**src/rtl/operand_recover_if.sv**
```systemverilog
// Handshake bus for operand_recover: input triple channel and recovered-operand channel.
interface operand_recover_if #(
  parameter int unsigned BW = 8
);
  logic          in_valid;
  logic          in_ready;
  logic [BW-1:0] s1;
  logic [BW-1:0] s5;
  logic [BW-1:0] s2;
  logic          out_valid;
  logic          out_ready;
  logic [BW-1:0] a_out;
  logic [BW-1:0] b_out;
  logic [1:0]    status;

  // Upstream/downstream side (bench or surrounding datapath)
  modport master (
    output in_valid, s1, s5, s2, out_ready,
    input  in_ready, out_valid, a_out, b_out, status
  );

  // Recovery block side
  modport slave (
    input  in_valid, s1, s5, s2, out_ready,
    output in_ready, out_valid, a_out, b_out, status
  );
endinterface

```
**src/rtl/operand_recover.sv**
```systemverilog
// Recovers (a, b) from (a+b, a-b, a*b) mod 2^BW by testing both halving
// candidates on one shared serial shift-add multiplier.
module operand_recover #(
  parameter int unsigned BW = 8
) (
  input  logic             clk,
  input  logic             rst_n,
  operand_recover_if.slave bus
);

  localparam int unsigned CW = $clog2(BW);
  localparam logic [1:0] ST_OK     = 2'b00;
  localparam logic [1:0] ST_AMBIG  = 2'b01;
  localparam logic [1:0] ST_MISM   = 2'b10;
  localparam logic [1:0] ST_PARITY = 2'b11;

  typedef enum logic [1:0] {IDLE, MUL0, MUL1, DONE} state_t;

  state_t          r_state;
  state_t          w_next;
  logic            r_in_ready;
  logic            r_out_valid;
  logic [BW-1:0]   r_a_out;
  logic [BW-1:0]   r_b_out;
  logic [1:0]      r_status;
  logic [BW-2:0]   r_h;
  logic [BW-1:0]   r_b0;
  logic [BW-1:0]   r_b1;
  logic [BW-1:0]   r_s2;
  logic [BW-1:0]   r_mcand;
  logic [BW-1:0]   r_mplier;
  logic [BW-1:0]   r_acc;
  logic [CW-1:0]   r_cnt;
  logic            r_m0;

  logic            w_accept;
  logic [BW-1:0]   w_sum;
  logic [BW-1:0]   w_a0;
  logic [BW-1:0]   w_a1;
  logic            w_last;
  logic [BW-1:0]   w_acc_next;
  logic            w_match;

  // Candidate generation from the live input triple
  assign w_accept   = r_in_ready & bus.in_valid;
  assign w_sum      = bus.s1 + bus.s5;
  assign w_a0       = {1'b0, w_sum[BW-1:1]};
  assign w_a1       = {1'b1, w_sum[BW-1:1]};
  // One shift-add step; the final step's sum is compared directly so no extra cycle is needed
  assign w_last     = (r_cnt == CW'(BW - 1));
  assign w_acc_next = r_acc + (r_mplier[0] ? r_mcand : '0);
  assign w_match    = (w_acc_next == r_s2);

  assign bus.in_ready  = r_in_ready;
  assign bus.out_valid = r_out_valid;
  assign bus.a_out     = r_a_out;
  assign bus.b_out     = r_b_out;
  assign bus.status    = r_status;

  // State register
  always_ff @(posedge clk or negedge rst_n) begin
    if (!rst_n) r_state <= IDLE;
    else        r_state <= w_next;
  end

  // Next-state logic
  always_comb begin
    w_next = r_state;
    case (r_state)
      IDLE: if (w_accept)                      w_next = w_sum[0] ? DONE : MUL0;
      MUL0: if (w_last)                        w_next = MUL1;
      MUL1: if (w_last)                        w_next = DONE;
      DONE: if (r_out_valid && bus.out_ready)  w_next = IDLE;
      default:                                 w_next = IDLE;
    endcase
  end

  // Datapath: candidate latch, serial multiply, result selection and handshake flags
  always_ff @(posedge clk or negedge rst_n) begin
    if (!rst_n) begin
      r_in_ready  <= 1'b1;
      r_out_valid <= 1'b0;
      r_a_out     <= '0;
      r_b_out     <= '0;
      r_status    <= ST_OK;
      r_h         <= '0;
      r_b0        <= '0;
      r_b1        <= '0;
      r_s2        <= '0;
      r_mcand     <= '0;
      r_mplier    <= '0;
      r_acc       <= '0;
      r_cnt       <= '0;
      r_m0        <= 1'b0;
    end else begin
      r_in_ready  <= (w_next == IDLE);
      r_out_valid <= (w_next == DONE);
      case (r_state)
        IDLE: begin
          if (w_accept) begin
            r_h      <= w_sum[BW-1:1];
            r_b0     <= bus.s1 - w_a0;
            r_b1     <= bus.s1 - w_a1;
            r_s2     <= bus.s2;
            r_mcand  <= w_a0;
            r_mplier <= bus.s1 - w_a0;
            r_acc    <= '0;
            r_cnt    <= '0;
            if (w_sum[0]) begin
              r_a_out  <= '0;
              r_b_out  <= '0;
              r_status <= ST_PARITY;
            end
          end
        end
        MUL0: begin
          if (w_last) begin
            r_m0     <= w_match;
            r_acc    <= '0;
            r_cnt    <= '0;
            r_mcand  <= {1'b1, r_h};
            r_mplier <= r_b1;
          end else begin
            r_acc    <= w_acc_next;
            r_cnt    <= r_cnt + CW'(1);
            r_mcand  <= r_mcand << 1;
            r_mplier <= r_mplier >> 1;
          end
        end
        MUL1: begin
          if (w_last) begin
            r_acc <= '0;
            r_cnt <= '0;
            if (w_match && !r_m0) begin
              r_a_out  <= {1'b1, r_h};
              r_b_out  <= r_b1;
              r_status <= ST_OK;
            end else begin
              r_a_out  <= {1'b0, r_h};
              r_b_out  <= r_b0;
              r_status <= (r_m0 && w_match) ? ST_AMBIG :
                          r_m0              ? ST_OK    : ST_MISM;
            end
          end else begin
            r_acc    <= w_acc_next;
            r_cnt    <= r_cnt + CW'(1);
            r_mcand  <= r_mcand << 1;
            r_mplier <= r_mplier >> 1;
          end
        end
        default: ;
      endcase
    end
  end

endmodule

```
**src/flat_wrapper.sv**
```systemverilog
// flat-port wrapper written by rule: the top's interface ports become plain ports
module operand_recover_flat 
#(
  parameter int unsigned BW = 8
)
  (clk, rst_n, bus_in_valid, bus_s1, bus_s5, bus_s2, bus_out_ready, bus_in_ready, bus_out_valid, bus_a_out, bus_b_out, bus_status);
  operand_recover_if #(.BW(BW)) bus_i ();
  input  logic clk;
  input  logic rst_n;
  input wire logic [$bits(bus_i.in_valid)-1:0] bus_in_valid;
  input wire logic [$bits(bus_i.s1)-1:0] bus_s1;
  input wire logic [$bits(bus_i.s5)-1:0] bus_s5;
  input wire logic [$bits(bus_i.s2)-1:0] bus_s2;
  input wire logic [$bits(bus_i.out_ready)-1:0] bus_out_ready;
  output wire logic [$bits(bus_i.in_ready)-1:0] bus_in_ready;
  output wire logic [$bits(bus_i.out_valid)-1:0] bus_out_valid;
  output wire logic [$bits(bus_i.a_out)-1:0] bus_a_out;
  output wire logic [$bits(bus_i.b_out)-1:0] bus_b_out;
  output wire logic [$bits(bus_i.status)-1:0] bus_status;
  assign bus_i.in_valid = bus_in_valid;
  assign bus_i.s1 = bus_s1;
  assign bus_i.s5 = bus_s5;
  assign bus_i.s2 = bus_s2;
  assign bus_i.out_ready = bus_out_ready;
  assign bus_in_ready = bus_i.in_ready;
  assign bus_out_valid = bus_i.out_valid;
  assign bus_a_out = bus_i.a_out;
  assign bus_b_out = bus_i.b_out;
  assign bus_status = bus_i.status;
  operand_recover #(.BW(BW)) u_core (.clk(clk), .rst_n(rst_n), .bus(bus_i));
endmodule
```
**config.mk**
```make
export PLATFORM = sky130hd
export DESIGN_NAME = operand_recover_flat
export DESIGN_NICKNAME = d
export VERILOG_FILES = /design/src/rtl/operand_recover_if.sv /design/src/rtl/operand_recover.sv /design/src/flat_wrapper.sv
export SDC_FILE = /design/constraint.sdc
export NUM_CORES = 1
export LEC_CHECK = 0
export ABC_CLOCK_PERIOD_IN_PS = 2880
export BUFFER_PORTS_ARGS = -buffer_cell sky130_fd_sc_hd__buf_2
export CAP_MARGIN = 20
export CORE_ASPECT_RATIO = 1.2
export CORE_MARGIN = 2
export CORE_UTILIZATION = 50
export CTS_BUF_LIST = sky130_fd_sc_hd__clkbuf_4
export DETAILED_ROUTE_END_ITERATION = 16
export PLACE_DENSITY_LB_ADDON = 0.3
export SLEW_MARGIN = 20
export SYNTH_ARGS = -nofsm -noshare
export SYNTH_HDL_FRONTEND = slang
export SYNTH_SLANG_ARGS = --single-unit
```
**constraint.sdc**
```tcl
create_clock -name clk -period 2.88 [get_ports clk]
set_input_delay 0.144 -clock clk [delete_from_list [all_inputs] [get_ports clk]]
set_output_delay 0.144 -clock clk [all_outputs]
set_load 0.005 [all_outputs]
```
=== Yosys cells after proc, flatten, opt, wreduce, memory -nomap -nowiden ===
Index checks and enable logic that the tools add are counted.

* Multiplexer cells: 36
* Add/subtract/negate cells: 5
* Equality and inequality tests: 10
* Reductions and logical operators: 15
* Bitwise gates (word level): 1

{| class="wikitable"
|+ Operators by type and width
! kind !! number
|-
| $mux W8 || 15
|-
| $pmux W8 S2 || 3
|-
| $pmux W8 S3 || 2
|-
| $mux W2 || 11
|-
| $add A8 B8 Y8 || 2
|-
| $eq A8 B8 Y1 || 1
|-
| $pmux W2 S4 || 1
|-
| $sub A8 B7 Y8 || 1
|-
| $sub A8 B8 Y8 || 1
|-
| $eq A2 B2 Y1 const B || 3
|-
| $mux W3 || 2
|-
| $ne A2 B1 Y1 const B || 3
|-
| $pmux W3 S2 || 1
|-
| $reduce_and A2 Y1 || 3
|-
| $logic_not A2 Y1 || 2
|-
| $pmux W2 S2 || 1
|-
| $reduce_and A4 Y1 || 1
|-
| $reduce_bool A2 Y1 || 2
|-
| $add A3 B1 Y3 const B || 1
|-
| $eq A3 B3 Y1 const B || 1
|-
| $logic_and A1 B1 Y1 || 3
|-
| $reduce_and A3 Y1 || 1
|-
| $reduce_bool A3 Y1 || 1
|-
| $eq A2 B1 Y1 const B || 1
|-
| other kinds (4) || 4
|}

* Input bits: 28
* Register bits: 81
* Word-level logic and storage cells: 82
* Output and inout bits: 20

=== Logic depth before layout (Yosys ltp) ===
Gate-level depths: netlist (run 1).

* Depth in word-level cells: 8
* Depth in mapped cells: 13
* Depth with buffers taken out: 13

=== Worst setup path before layout (run 1) ===
No wires, ideal clock.

* Path type: input to register
* Start: input bus_s5[0]
* End: register u_core.r_mplier[6]
* Path buffers: 0
* Setup time: 95 ps
* Slack: -90 ps
* Stages on the path: 11
* Data arrival time: 2875 ps
* Data required time: 2785 ps
* Cell sequence: ha_1 fa_1 ha_1 inv_1 fa_1 a21o_1 maj3_2 maj3_2 maj3_2 xnor2_2 o31ai_1

* Word-level cells in the longest chain between the ends: 4

{| class="wikitable"
|+ RTL lines
! item !! line !! text
|-
| from (decl) || flat_wrapper.sv:12 || <nowiki>input wire logic [$bits(bus_i.s5)-1:0] bus_s5;</nowiki>
|-
| $add A8 B8 Y8 || operand_recover.sv:46 || <nowiki>assign w_sum = bus.s1 + bus.s5;</nowiki>
|-
| net u_core.w_sum[1] || operand_recover.sv:37 || <nowiki>logic [BW-1:0] w_sum;</nowiki>
|-
| $sub A8 B7 Y8 || operand_recover.sv:106 || <nowiki>r_mplier <= bus.s1 - w_a0;</nowiki>
|-
| $mux W8 || operand_recover.sv:100 || <nowiki>if (w_accept) begin</nowiki>
|-
| $pmux W8 S3 || operand_recover.sv:98 || <nowiki>case (r_state)</nowiki>
|-
| to (signal assigned) || operand_recover.sv:106 ||
|-
| to (signal assigned) || operand_recover.sv:122 || <nowiki>r_mplier <= r_b1;</nowiki>
|-
| to (signal assigned) || operand_recover.sv:127 || <nowiki>r_mplier <= r_mplier >> 1;</nowiki>
|-
| to (decl) || operand_recover.sv:31 || <nowiki>logic [BW-1:0] r_mplier;</nowiki>
|}

The timed path passes the listed nets, and every way through them passes these cells. The select of a mux whose other input is x is not followed.
A chain may end at the register's enable or synchronous reset.

=== Worst setup path after layout (run 1) ===
* Start: register u_core.r_mplier[0]
* End: register u_core.r_b_out[7], in the netlist u_core.bus.b_out[7]

* Word-level cells in the longest chain between the ends: 7

{| class="wikitable"
|+ RTL lines
! item !! line !! text
|-
| $mux W8 || operand_recover.sv:51 || <nowiki>assign w_acc_next = r_acc + (r_mplier[0] ? r_mcand : '0);</nowiki>
|-
| $add A8 B8 Y8 || operand_recover.sv:51 ||
|-
| $eq A8 B8 Y1 || operand_recover.sv:52 || <nowiki>assign w_match = (w_acc_next == r_s2);</nowiki>
|-
| $logic_and A1 B1 Y1 || operand_recover.sv:134 || <nowiki>if (w_match && !r_m0) begin</nowiki>
|-
| $mux W8 || operand_recover.sv:134 ||
|-
| $mux W8 || operand_recover.sv:131 || <nowiki>if (w_last) begin</nowiki>
|-
| $pmux W8 S2 || operand_recover.sv:98 ||
|-
| to (signal assigned) || operand_recover.sv:136 || <nowiki>r_b_out <= r_b1;</nowiki>
|-
| to (signal assigned) || operand_recover.sv:140 || <nowiki>r_b_out <= r_b0;</nowiki>
|-
| to (decl) || operand_recover.sv:24 || <nowiki>logic [BW-1:0] r_b_out;</nowiki>
|}

No other way between the ends. The select of a mux whose other input is x is not followed.

==> run_results.csv, run 1 <==
group,metric,value,unit
synthesis,synth_top_area_share,42.5,%
worst_hold_path,min_path_type,"primary input to register",
sta,rsz0062_at_grt,"true",
power_and_ir_drop,peakVddDrop,0.448,mV
synthesis,async_reset_ff_share,100,%
setup_path,cpMaxStageDelayCell,"fa_1",
synthesis,synth_seq_area_share,43.1,%
synthesis,ys.flop_type,"dfrtp_1",
clock_tree,cts_max_level,3,
clock_tree,cts.sinks,74,
floorplanning,start_util,50.8,%
floorplanning,core_area,8470,um2
routing,drt-pass1-iter-count,4,
clock_tree,clk_latency,0.45,ns
layout,antenna_cells,0,
clock_tree,cts_root_buf,"clkbuf_4",
setup_path,required,3.26,ns
placement,hpwl,7200,um
power_and_ir_drop,power_leakage,2.53,nW
setup_path,path_max_fanout,5,
floorplanning,ioPinCount,48,
global_route,antenna_found_initial,0,
clock_tree,cts.clk_slew.worst_paths,0.13,ns
synthesis,synth_cells,418,
setup_path,path_depth,13,
routing,drc,0,
setup_path,crit_arrival,3.24,ns
synthesis,yosysTopAreaCell,"dfrtp_1",
synthesis,synth_fp_nets,473,
setup_path,startpoint,"u_core.r_mplier[0]$_DFFE_PN0P_",
synthesis,synth_cell_type_count,55,
layout,area_growth,22.1,%
setup_path,endpoint,"u_core.bus.b_out[7]$_DFFE_PN0P_",
layout,fin_area,5250,um2
sta,clock-skew-final,0.0168,ns
clock_tree,clk_path_buf_depth,2,
global_route,grt_pass1_vias,3478,
sta,slew_headroom,38.4,%
setup_path,cp_cell_sequence,"and2_4 > ha_4 > inv_2 > fa_1 > xnor2_1 > a211oi_2 > o311ai_1 > a221oi_1 > nand4_1 > nor3b_2 > buf_4 > and4_1 > a211o_1",
placement,io_buffers,47,
power_and_ir_drop,power_frac_comb,48.9,%
routing,drt_wl_total,10000,um
sta,post-route-period-util,99.1,%
global_route,grt_remaining_overflow,0,
power_and_ir_drop,seqPwrFrac,34.4,%
setup_path,reg2reg_from,"u_core.r_mplier[0]$_DFFE_PN0P_",
global_route,grt_use_total,22.9,%
global_route,grt_first_pass_wirelength,16400,um
setup_path,cpPeakStageDelay,0.44,ns
sta,fmax,0.350,GHz
global_route,grt_max_degree,75,
power_and_ir_drop,switching_share,39.8,%
setup_path,crit_type,"register to register",
floorplanning,die_y,106,um
placement,dp_slack,-0.241,ns
routing,drt-initial-drc-count,199,
routing,wl_per_cell,16.0,um
power_and_ir_drop,internal-power,0.00299,W
floorplanning,fp.dieW,88.7,um
routing,via_per_inst,5.58,
layout,drive_above_1_share,30.6,%
sta,tightest_slew,0.924,ns
synthesis,netlist_area,4300,um2
floorplanning,rows,37,
power_and_ir_drop,p_per_area,947,nW/um2
clock_tree,cts_tree,"yes",
power_and_ir_drop,power,0.00497,W
sta,final_hold_viol_count,0,
placement,placed_area,4910,um2
run_status,status,"complete, no violations",
layout,nets,559,
synthesis,ys_top_cells_by_area,"dfrtp_1 (42%), mux2_2 (7.6%), ha_1 (7.0%)",
synthesis,synth_warnings,0,
setup_path,ff2ff_setup_slack,0.02,ns
run,maxCapViolCount,0,
placement,gp_congestion,0.883,
setup_path,end_kind,"register",
setup_path,cp_top_family,"simple AND/OR/NAND/NOR gates",
layout,regArea,1850,um2
synthesis,ys_seq_elements,74,
layout,fillers,728,
power_and_ir_drop,clkPwrFrac,16.8,%
synthesis,synth-edff-count,0,
sta,setup_viol,0,
floorplanning,die_area,9360,um2
sta,fin_ws,0.0247,ns
synthesis,avgSynthCellArea,10.3,um2
setup_path,start_kind,"register",
setup_path,reg2reg_depth,13,
routing,routed-via-count,3495,
power_and_ir_drop,p_sw,0.00198,W
clock_tree,cts_buffers,9,
setup_path,cp_num_buf_inv,2,
sta,min_period,2.86,ns
routing,antenna_left,0,
setup_path,r2r-end,"u_core.bus.b_out[7]$_DFFE_PN0P_",
sta,finalMaxSlewViolations,0,
layout,multi_input_area,2370,um2
-- synth_stat cells (3+ instances only) --
cell,count
o21ai_0,37
nor3_1,3
inv_1,11
xor2_1,13
nand2_1,47
a211oi_1,3
o21a_1,4
a22oi_1,8
a211o_1,3
a21oi_1,21
a32o_1,4
mux2_2,29
or3_1,3
o21bai_1,3
clkbuf_1,20
dfrtp_1,73
a22o_1,24
and2_1,8
fa_1,3
a21o_1,4
maj3_2,3
xnor2_1,12
nor2_1,15
ha_1,24
nor2b_1,6
-- cell type report --
cell class | instances | area share [%]
clock inverters | 5 | 1.95
well taps | 117 | 2.79
repair buffers | 97 | 12.3
flip-flops and latches | 74 | 35.3
multi-input cells | 311 | 45.2
inverters | 11 | 0.787
clock buffers | 11 | 1.57
-- registers in the layout, summed over array words and instances, names as in the netlist --
register              count
u_core.bus.a_out          8
u_core.bus.b_out          8
u_core.r_acc              8
u_core.r_b1               8
u_core.r_mcand            8
u_core.r_mplier           8
u_core.r_s2               8
u_core.r_h                7
u_core.r_cnt              3
u_core.bus.status         2
u_core.r_state            2
u_core.bus.in_ready       1
u_core.bus.out_valid      1
u_core.r_b0               1
u_core.r_m0               1
-- worst min-delay path by stage --
stage,startpoint,end,depth (start not counted)
final,bus_s1[7],u_core.r_b0[7]$_DFFE_PN0P_,3
after global routing,bus_s1[7],u_core.r_mplier[7]$_DFFE_PN0P_,3
after CTS,bus_s1[7],u_core.r_b0[7]$_DFFE_PN0P_,3
after detailed placement,rst_n,u_core.bus.status[1]$_DFFE_PN0P_,1
after global placement,rst_n,u_core.bus.status[1]$_DFFE_PN0P_,1
after floorplan,rst_n,u_core.bus.a_out[0]$_DFFE_PN0P_,0
-- per-layer routing --
| metal | vias up | GRT usage (%) | part of all wire, % |
|---|---|---|---|
| met2 | 86 | 38.3 | 51 |
| met1 | 1696 | 28.3 | 43 |
| li1 | 1694 | - | - |
| met4 | 0 | 8.66 | 2.2 |
| met5 | - | 0 | 0 |
| met3 | 19 | 5.09 | 3.9 |
-- what timing repair did --
action	CTS	global route
pin swaps	9	7
hold endpoints to repair	81	0
hold buffers	9	0
endpoints found under the setup margin	5	5
buffers inserted	2	1
cloned	0	0
gates resized for setup	7	4
-- worst min-delay path, stage by stage --
cell,delay (ns)
buf_2,0.11
xor2_1,0.11
mux2i_1,0.13
-- layout by cell type (no fill, tap or decap), drive strengths merged, types with 13 or more instances in the layout --
cell and n:
nor2 15, o21ai 39, ha 24, mux2 29, xnor2 13, xor2 13
a21oi 22, buf 88, nand2 47, dfrtp 73, a22o 24
-- through the flow --
step                      hold slack [ns]  setup TNS (ns)  cells  util (%)
after floorplan                    -0.152         -0.0377    418         -
after global placement              0.344          -0.499    598      58.0
after detailed placement            0.348           -1.07    598      58.0
after CTS                          0.0615        -0.00606    625      61.8
after global routing                0.121          -0.420    626      62.0
final                              0.0904               0    626      62.0
-- power by group through the flow --
stage / Clock [W] / Sequential, W / Combinational [W]
final: 0.000834 / 0.00171 / 0.00243
after global routing: 0.000895 / 0.00175 / 0.00270
after CTS: 0.000853 / 0.00171 / 0.00240
after detailed placement: 0 / 0.00173 / 0.00236
after global placement: 0 / 0.00171 / 0.00228
after floorplan: 0 / 0.00163 / 0.00165
-- kinds of logic (layout without fill, tap and decap cells) --
| family | after synthesis | count (layout) | synth area share [%] |
|---|---|---|---|
| AO/OA/AOI/OAI | 131 | 131 | 20.9 |
| XOR/XNOR | 27 | 27 | 5.99 |
| adder cells (fa/ha/maj) | 30 | 30 | 9.17 |
| buffers and inverters | 33 | 124 | 2.88 |
| flip-flops | 74 | 74 | 43.1 |
| multiplexers | 30 | 30 | 7.83 |
| AND/OR/NAND/NOR | 93 | 93 | 10.1 |
Note: power is estimated with default switching activity, not from simulation.
==> run 2, diff against run 1 <==
--- a/config.mk
+++ b/config.mk
@@ -5,6 +5,7 @@
 export SDC_FILE = /design/constraint.sdc
 export NUM_CORES = 1
 export LEC_CHECK = 0
+export ABC_AREA = 1
 export ABC_CLOCK_PERIOD_IN_PS = 2880
 export BUFFER_PORTS_ARGS = -buffer_cell sky130_fd_sc_hd__buf_2
 export CAP_MARGIN = 20
==> run_results.csv, run 2 <==
group,metric,value,unit
setup_path,cp_top_family,"simple AND/OR/NAND/NOR gates",
placement,dp_slack,0.239,ns
clock_tree,cts_root_buf,"clkbuf_4",
floorplanning,core_area,8610,um2
routing,wl_per_cell,14.0,um
sta,slew_headroom,38.1,%
layout,regArea,1850,um2
sta,finalMaxSlewViolations,0,
layout,layout_commonest_cell,"nand2_1",
clock_tree,cts.clk_slew.worst_paths,0.13,ns
setup_path,cp_num_buf_inv,2,
synthesis,synth_cell_type_count,41,
synthesis,synthAdderAreaFrac,8.07,%
synthesis,synth-edff-count,0,
global_route,grt_max_degree,75,
synthesis,synth_fp_nets,626,
synthesis,ys_top_cells_by_area,"dfrtp_1 (41%), nand2_1 (13%), inv_1 (7.6%)",
sta,rsz0062_at_grt,"false",
synthesis,synth_top_family_by_area,"simple AND/OR/NAND/NOR gates",
sta,min_period,2.49,ns
setup_path,start_kind,"register",
layout,area_growth,13.4,%
sta,tns,0,ns
global_route,grt_pass1_vias,3995,
floorplanning,die_area,9710,um2
layout,utilization,58.8,%
global_route,grt_first_pass_wirelength,18100,um
synthesis,avgSynthCellArea,7.82,um2
sta,post-route-period-util,86.4,%
synthesis,netlist_area,4470,um2
routing,drt-initial-drc-count,262,
clock_tree,cts.sinks,74,
layout,fillers,822,
synthesis,synth_top_area_share,40.9,%
clock_tree,clk_path_buf_depth,2,
synthesis,yosysTopAreaCell,"dfrtp_1",
synthesis,synth_common_cells,"nand2_1 (149), inv_1 (91), dfrtp_1 (73)",
clock_tree,cts_resized,0,
synthesis,synthSimpleGateAreaFrac,24.6,%
synthesis,synthMuxAreaShare,0.252,%
clock_tree,cts_tree,"yes",
setup_path,cpPeakStageDelay,0.52,ns
synthesis,synth_warnings,0,
layout,layout_common_cells,"nand2_1 (149), inv_1 (91), dfrtp_1 (73)",
sta,tightest_slew,0.929,ns
power_and_ir_drop,peakVddDrop,0.375,mV
floorplanning,ioPinCount,48,
global_route,antenna_found_initial,1,
global_route,grt_use_total,23.5,%
placement,hpwl,7840,um
setup_path,crit_top_cell,"nand2_1",
run_status,status,"complete, no violations",
power_and_ir_drop,p_per_area,979,nW/um2
synthesis,synth_seq_area_share,41.5,%
synthesis,ys_seq_elements,74,
routing,routed-via-count,4052,
worst_hold_path,min_path_type,"primary input to register",
layout,drive_above_1_share,15.3,%
clock_tree,cts_max_level,3,
routing,drt_wl_total,10600,um
power_and_ir_drop,seqPwrFrac,33.5,%
synthesis,synth-compound-area-share,14.4,%
setup_path,cpMaxStageDelayCell,"dfrtp_1",
synthesis,ys.flop_type,"dfrtp_1",
global_route,grt_remaining_overflow,0,
clock_tree,cts_buffers,9,
routing,drc,0,
placement,io_buffers,47,
floorplanning,die_y,108,um
sta,clock-skew-final,0.0135,ns
routing,drt-pass1-iter-count,5,
sta,fin_ws,0.392,ns
setup_path,end_kind,"register",
sta,setup_viol,0,
floorplanning,start_util,51.9,%
placement,placed_area,4830,um2
setup_path,cp_cell_sequence,"nand2_1 > inv_1 > ha_1 > inv_1 > fa_1 > or2_2 > nand4_1 > nor2_1 > nand3_1 > nor2_1 > nand2_1 > nor2_2 > nand2_1 > nand2_1 > a21oi_1",
sta,fmax,0.402,GHz
power_and_ir_drop,clkPwrFrac,13.3,%
power_and_ir_drop,internal-power,0.00265,W
floorplanning,fp.dieW,90.3,um
synthesis,async_reset_ff_share,100,%
power_and_ir_drop,p_sw,0.00230,W
placement,gp_congestion,0.851,
layout,fin_area,5060,um2
layout,nets,685,
run,maxCapViolCount,0,
routing,antenna_left,0,
floorplanning,rows,37,
layout,multi_input_area,2190,um2
setup_path,crit_type,"register to register",
power_and_ir_drop,power_leakage,2.71,nW
power_and_ir_drop,power,0.00495,W
setup_path,required,3.17,ns
power_and_ir_drop,power_frac_comb,53.1,%
synthesis,synthXorXnorAreaFrac,1.77,%
routing,via_per_inst,5.38,
setup_path,crit_arrival,2.78,ns
sta,final_hold_viol_count,0,
setup_path,path_max_fanout,9,
synthesis,synth_cells,571,
power_and_ir_drop,switching_share,46.5,%
clock_tree,clk_latency,0.44,ns
synthesis,synth_most_common_cell,"nand2_1",
## run 2: changes by cell type after synthesis, moves of 11 or more
cell,delta
o21ai_0,+14
nand4_1,+11
mux2_2,-28
a22o_1,-19
clkbuf_1,-11
xnor2_1,-11
inv_1,+80
nand2_1,+102
nand3_1,+32
## run 2: tightest hold or removal path, delay by kind of cell
| kind | cells | cell delay, ns |
|---|---|---|
| buffers and inverters | 1 | 0.12 |
| AND/OR/NAND/NOR | 2 | 0.12 |
| AO/OA/AOI/OAI | 1 | 0.06 |
## run 2: final cells by class
class | instances | share of cell area (%)
diodes | 1 | 0.0494
flip-flops and latches | 74 | 36.6
multi-input cells | 390 | 43.3
clock inverters | 6 | 1.33
well taps | 117 | 2.89
inverters | 92 | 6.82
clock buffers | 10 | 1.48
repair buffers | 63 | 7.51
## run 2: repair_timing
action                    in CTS  in global routing
hold buffers                   9                  0
hold endpoints to repair      81                  0
setup buffers                  0                  0
## run 2: per-layer routing
| metal | track usage (%) | vias up | part of all wire, % |
|---|---|---|---|
| met5 | 0 | - | 0 |
| met4 | 11.6 | 0 | 2.5 |
| met3 | 2.59 | 24 | 4.3 |
| met2 | 41.8 | 134 | 50 |
| met1 | 28.4 | 1899 | 43 |
| li1 | - | 1995 | - |
## run 2: worst paths after layout
check	from	end	slack, ns	cells after the start
setup reg to reg	u_core.r_mplier[0]$_DFFE_PN0P_	u_core.bus.status[1]$_DFFE_PN0P_	0.39	15
min in group asynchronous	rst_n	u_core.r_cnt[0]$_DFFE_PN0P_	0.36	2
hold / removal	bus_s1[7]	u_core.r_b1[7]$_DFFE_PN0P_	0.04	4
hold reg to reg	u_core.r_cnt[0]$_DFFE_PN0P_	u_core.r_cnt[0]$_DFFE_PN0P_	0.49	1
max in group asynchronous	rst_n	u_core.bus.a_out[6]$_DFFE_PN0P_	1.91	2
setup / recovery	u_core.r_mplier[0]$_DFFE_PN0P_	u_core.bus.status[1]$_DFFE_PN0P_	0.39	15
## run 2: logic make-up after synthesis
logic type / count (synthesis)
xor+xnor: 9
mux: 1
compound gates: 108
fa+ha+maj: 27
simple gates: 245
flops: 74
buf+inv: 107
## run 2: metrics by stage
step | std cells | hold WS [ns]
2_1_floorplan | 571 | -0.152
3_3_place_gp | 727 | 0.336
3_5_place_dp | 727 | 0.344
4_1_cts | 752 | 0.0296
5_1_grt | 753 | 0.0619
6_report | 753 | 0.0415
## run 2: power groups by stage
stage | Sequential, W | Combinational [W] | Clock [W]
finish | 0.00166 | 0.00263 | 0.000661
global route | 0.00171 | 0.00301 | 0.000716
CTS | 0.00166 | 0.00262 | 0.000670
detailed placement | 0.00168 | 0.00261 | 0
global placement | 0.00167 | 0.00253 | 0
floorplan | 0.00161 | 0.00195 | 0
==> run 3, diff against run 2 <==
--- a/config.mk
+++ b/config.mk
@@ -11,7 +11,7 @@
 export CAP_MARGIN = 20
 export CORE_ASPECT_RATIO = 1.2
 export CORE_MARGIN = 2
-export CORE_UTILIZATION = 50
+export CORE_UTILIZATION = 40
 export CTS_BUF_LIST = sky130_fd_sc_hd__clkbuf_4
 export DETAILED_ROUTE_END_ITERATION = 16
 export PLACE_DENSITY_LB_ADDON = 0.3
==> run_results.csv, run 3 (synthesis results as in run 2) <==
group,metric,value,unit
run_status,status,"complete, no violations",
sta,min_period,2.54,ns
sta,final_hold_viol_count,0,
clock_tree,cts.clk_slew.worst_paths,0.14,ns
placement,io_buffers,47,
global_route,antenna_found_initial,0,
layout,instances_no_fill,767,
sta,tightest_slew,0.963,ns
floorplanning,core_area,11000,um2
run,maxCapViolCount,0,
placement,placed_area,4850,um2
setup_path,path_max_fanout,9,
clock_tree,cts_buffers,9,
clock_tree,clk_latency,0.44,ns
worst_hold_path,min_path_type,"primary input to register",
clock_tree,cts_max_level,3,
sta,clock-skew-final,0.0114,ns
floorplanning,die_y,120,um
global_route,grt_use_total,19.4,%
layout,layout_commonest_cell,"nand2_1",
sta,setup_viol,0,
sta,tns,0,ns
routing,antenna_left,0,
clock_tree,cts_tree,"yes",
power_and_ir_drop,p_per_area,967,nW/um2
power_and_ir_drop,power_leakage,2.70,nW
worst_hold_path,hold_depth,4,
layout,nets,685,
setup_path,crit_arrival,2.83,ns
clock_tree,cts_root_buf,"clkbuf_4",
layout,utilization,46.1,%
layout,area_growth,13.4,%
power_and_ir_drop,seqPwrFrac,33.9,%
placement,gp_congestion,0.885,
global_route,grt_max_degree,75,
routing,drc,0,
sta,slew_headroom,35.8,%
layout,drive_above_1_share,15.3,%
worst_hold_path,hold_end,"u_core.r_b1[7]$_DFFE_PN0P_",
global_route,grt_pass1_vias,4087,
sta,fmax,0.394,GHz
sta,finalMaxSlewViolations,0,
routing,drt-pass1-iter-count,4,
placement,place_inst,742,
setup_path,reg2reg_from,"u_core.r_mplier[0]$_DFFE_PN0P_",
floorplanning,rows,42,
clock_tree,clk_path_buf_depth,2,
global_route,grt_remaining_overflow,0,
layout,fin_area,5060,um2
power_and_ir_drop,switching_share,47.6,%
clock_tree,cts_resized,0,
global_route,grt_first_pass_wirelength,18500,um
power_and_ir_drop,power_frac_comb,53.5,%
floorplanning,fp.dieW,100,um
layout,fillers,1121,
routing,drt-initial-drc-count,221,
layout,antenna_cells,0,
routing,drt_wl_total,10700,um
clock_tree,cts.sinks,74,
setup_path,required,3.17,ns
placement,hpwl,8050,um
floorplanning,start_util,40.7,%
routing,wl_per_cell,14.0,um
layout,layout_common_cells,"nand2_1 (149), inv_1 (91), dfrtp_1 (73)",
setup_path,ff2ff_setup_slack,0.34,ns
setup_path,reg2reg_depth,15,
setup_path,end_kind,"register",
routing,routed-via-count,3968,
power_and_ir_drop,clkPwrFrac,12.6,%
floorplanning,die_area,12000,um2
power_and_ir_drop,internal-power,0.00257,W
power_and_ir_drop,p_sw,0.00233,W
setup_path,crit_type,"register to register",
setup_path,r2r-end,"u_core.bus.status[1]$_DFFE_PN0P_",
routing,via_per_inst,5.17,
sta,rsz0062_at_grt,"false",
floorplanning,ioPinCount,48,
worst_hold_path,holdCritStartpoint,"bus_s1[7]",
power_and_ir_drop,peakVddDrop,0.399,mV
sta,post-route-period-util,88.1,%
setup_path,start_kind,"register",
==> run 3: critical path: stages (launching register included) <==
cell and delay [ns]:
dfrtp_1 0.51, nand2_1 0.11, inv_1 0.07, ha_1 0.18
inv_1 0.06, fa_1 0.52, or2_2 0.12, nand4_1 0.06
nor2_1 0.11, nand3_1 0.13, nor2_1 0.13, nand2_1 0.07
nor2_2 0.12, nand2_1 0.09, nand2_1 0.06, a21oi_1 0.06
==> run 3: per-layer routing <==
metal  part of all wire [%]  GRT usage (%)
met5                      0              0
met4                    3.4           9.08
met3                    3.7           2.91
met2                     50           33.9
met1                     43           23.3
==> run 3: worst max-delay path by stage <==
stage	to	cells after the start	slack (ns)	startpoint
3_3_place_gp	u_core.r_b0[7]$_DFFE_PN0P_	18	0.27	bus_s1[3]
3_5_place_dp	u_core.r_b0[7]$_DFFE_PN0P_	18	0.25	bus_s1[2]
5_1_grt	u_core.bus.b_out[7]$_DFFE_PN0P_	17	0.11	u_core.r_mplier[0]$_DFFE_PN0P_
4_1_cts	u_core.bus.status[1]$_DFFE_PN0P_	15	0.33	u_core.r_mplier[0]$_DFFE_PN0P_
2_1_floorplan	u_core.r_b0[7]$_DFFE_PN0P_	17	0.61	bus_s5[2]
6_report	u_core.bus.status[1]$_DFFE_PN0P_	15	0.34	u_core.r_mplier[0]$_DFFE_PN0P_
==> run 3: metrics by stage <==
| step | worst slack, ns | hold WS, ns | power, W |
|---|---|---|---|
| 2_1_floorplan | 0.610 | -0.152 | 0.00356 |
| 3_3_place_gp | 0.273 | 0.346 | 0.00422 |
| 3_5_place_dp | 0.248 | 0.354 | 0.00429 |
| 4_1_cts | 0.333 | 0.0205 | 0.00493 |
| 5_1_grt | 0.108 | 0.0312 | 0.00540 |
| 6_report | 0.342 | 0.0398 | 0.00490 |
==> run 3: final cells by class <==
| class | count | area (um2) | share of cell area (%) |
|---|---|---|---|
| clock buffer | 9 | 67.6 | 1.33 |
| clock inverter | 7 | 58.8 | 1.16 |
| inverter | 92 | 345 | 6.82 |
| multi-input combinational | 390 | 2190 | 43.3 |
| sequential | 74 | 1850 | 36.6 |
| tap | 132 | 165 | 3.26 |
| timing repair buffer | 63 | 380 | 7.51 |
==> run 3: power by group through the flow <==
stage               Combinational, W  Clock, W  Sequential, W
floorplan                    0.00195         0        0.00161
global placement             0.00255         0        0.00167
detailed placement           0.00261         0        0.00168
CTS                          0.00263  0.000638        0.00166
global route                 0.00301  0.000682        0.00171
finish                       0.00262  0.000616        0.00166
==> run 3: timing repair <==
item,4_1_cts,5_1_grt
hold buffers,9,0
setup buffers,0,0
endpoints found under the hold margin,81,0
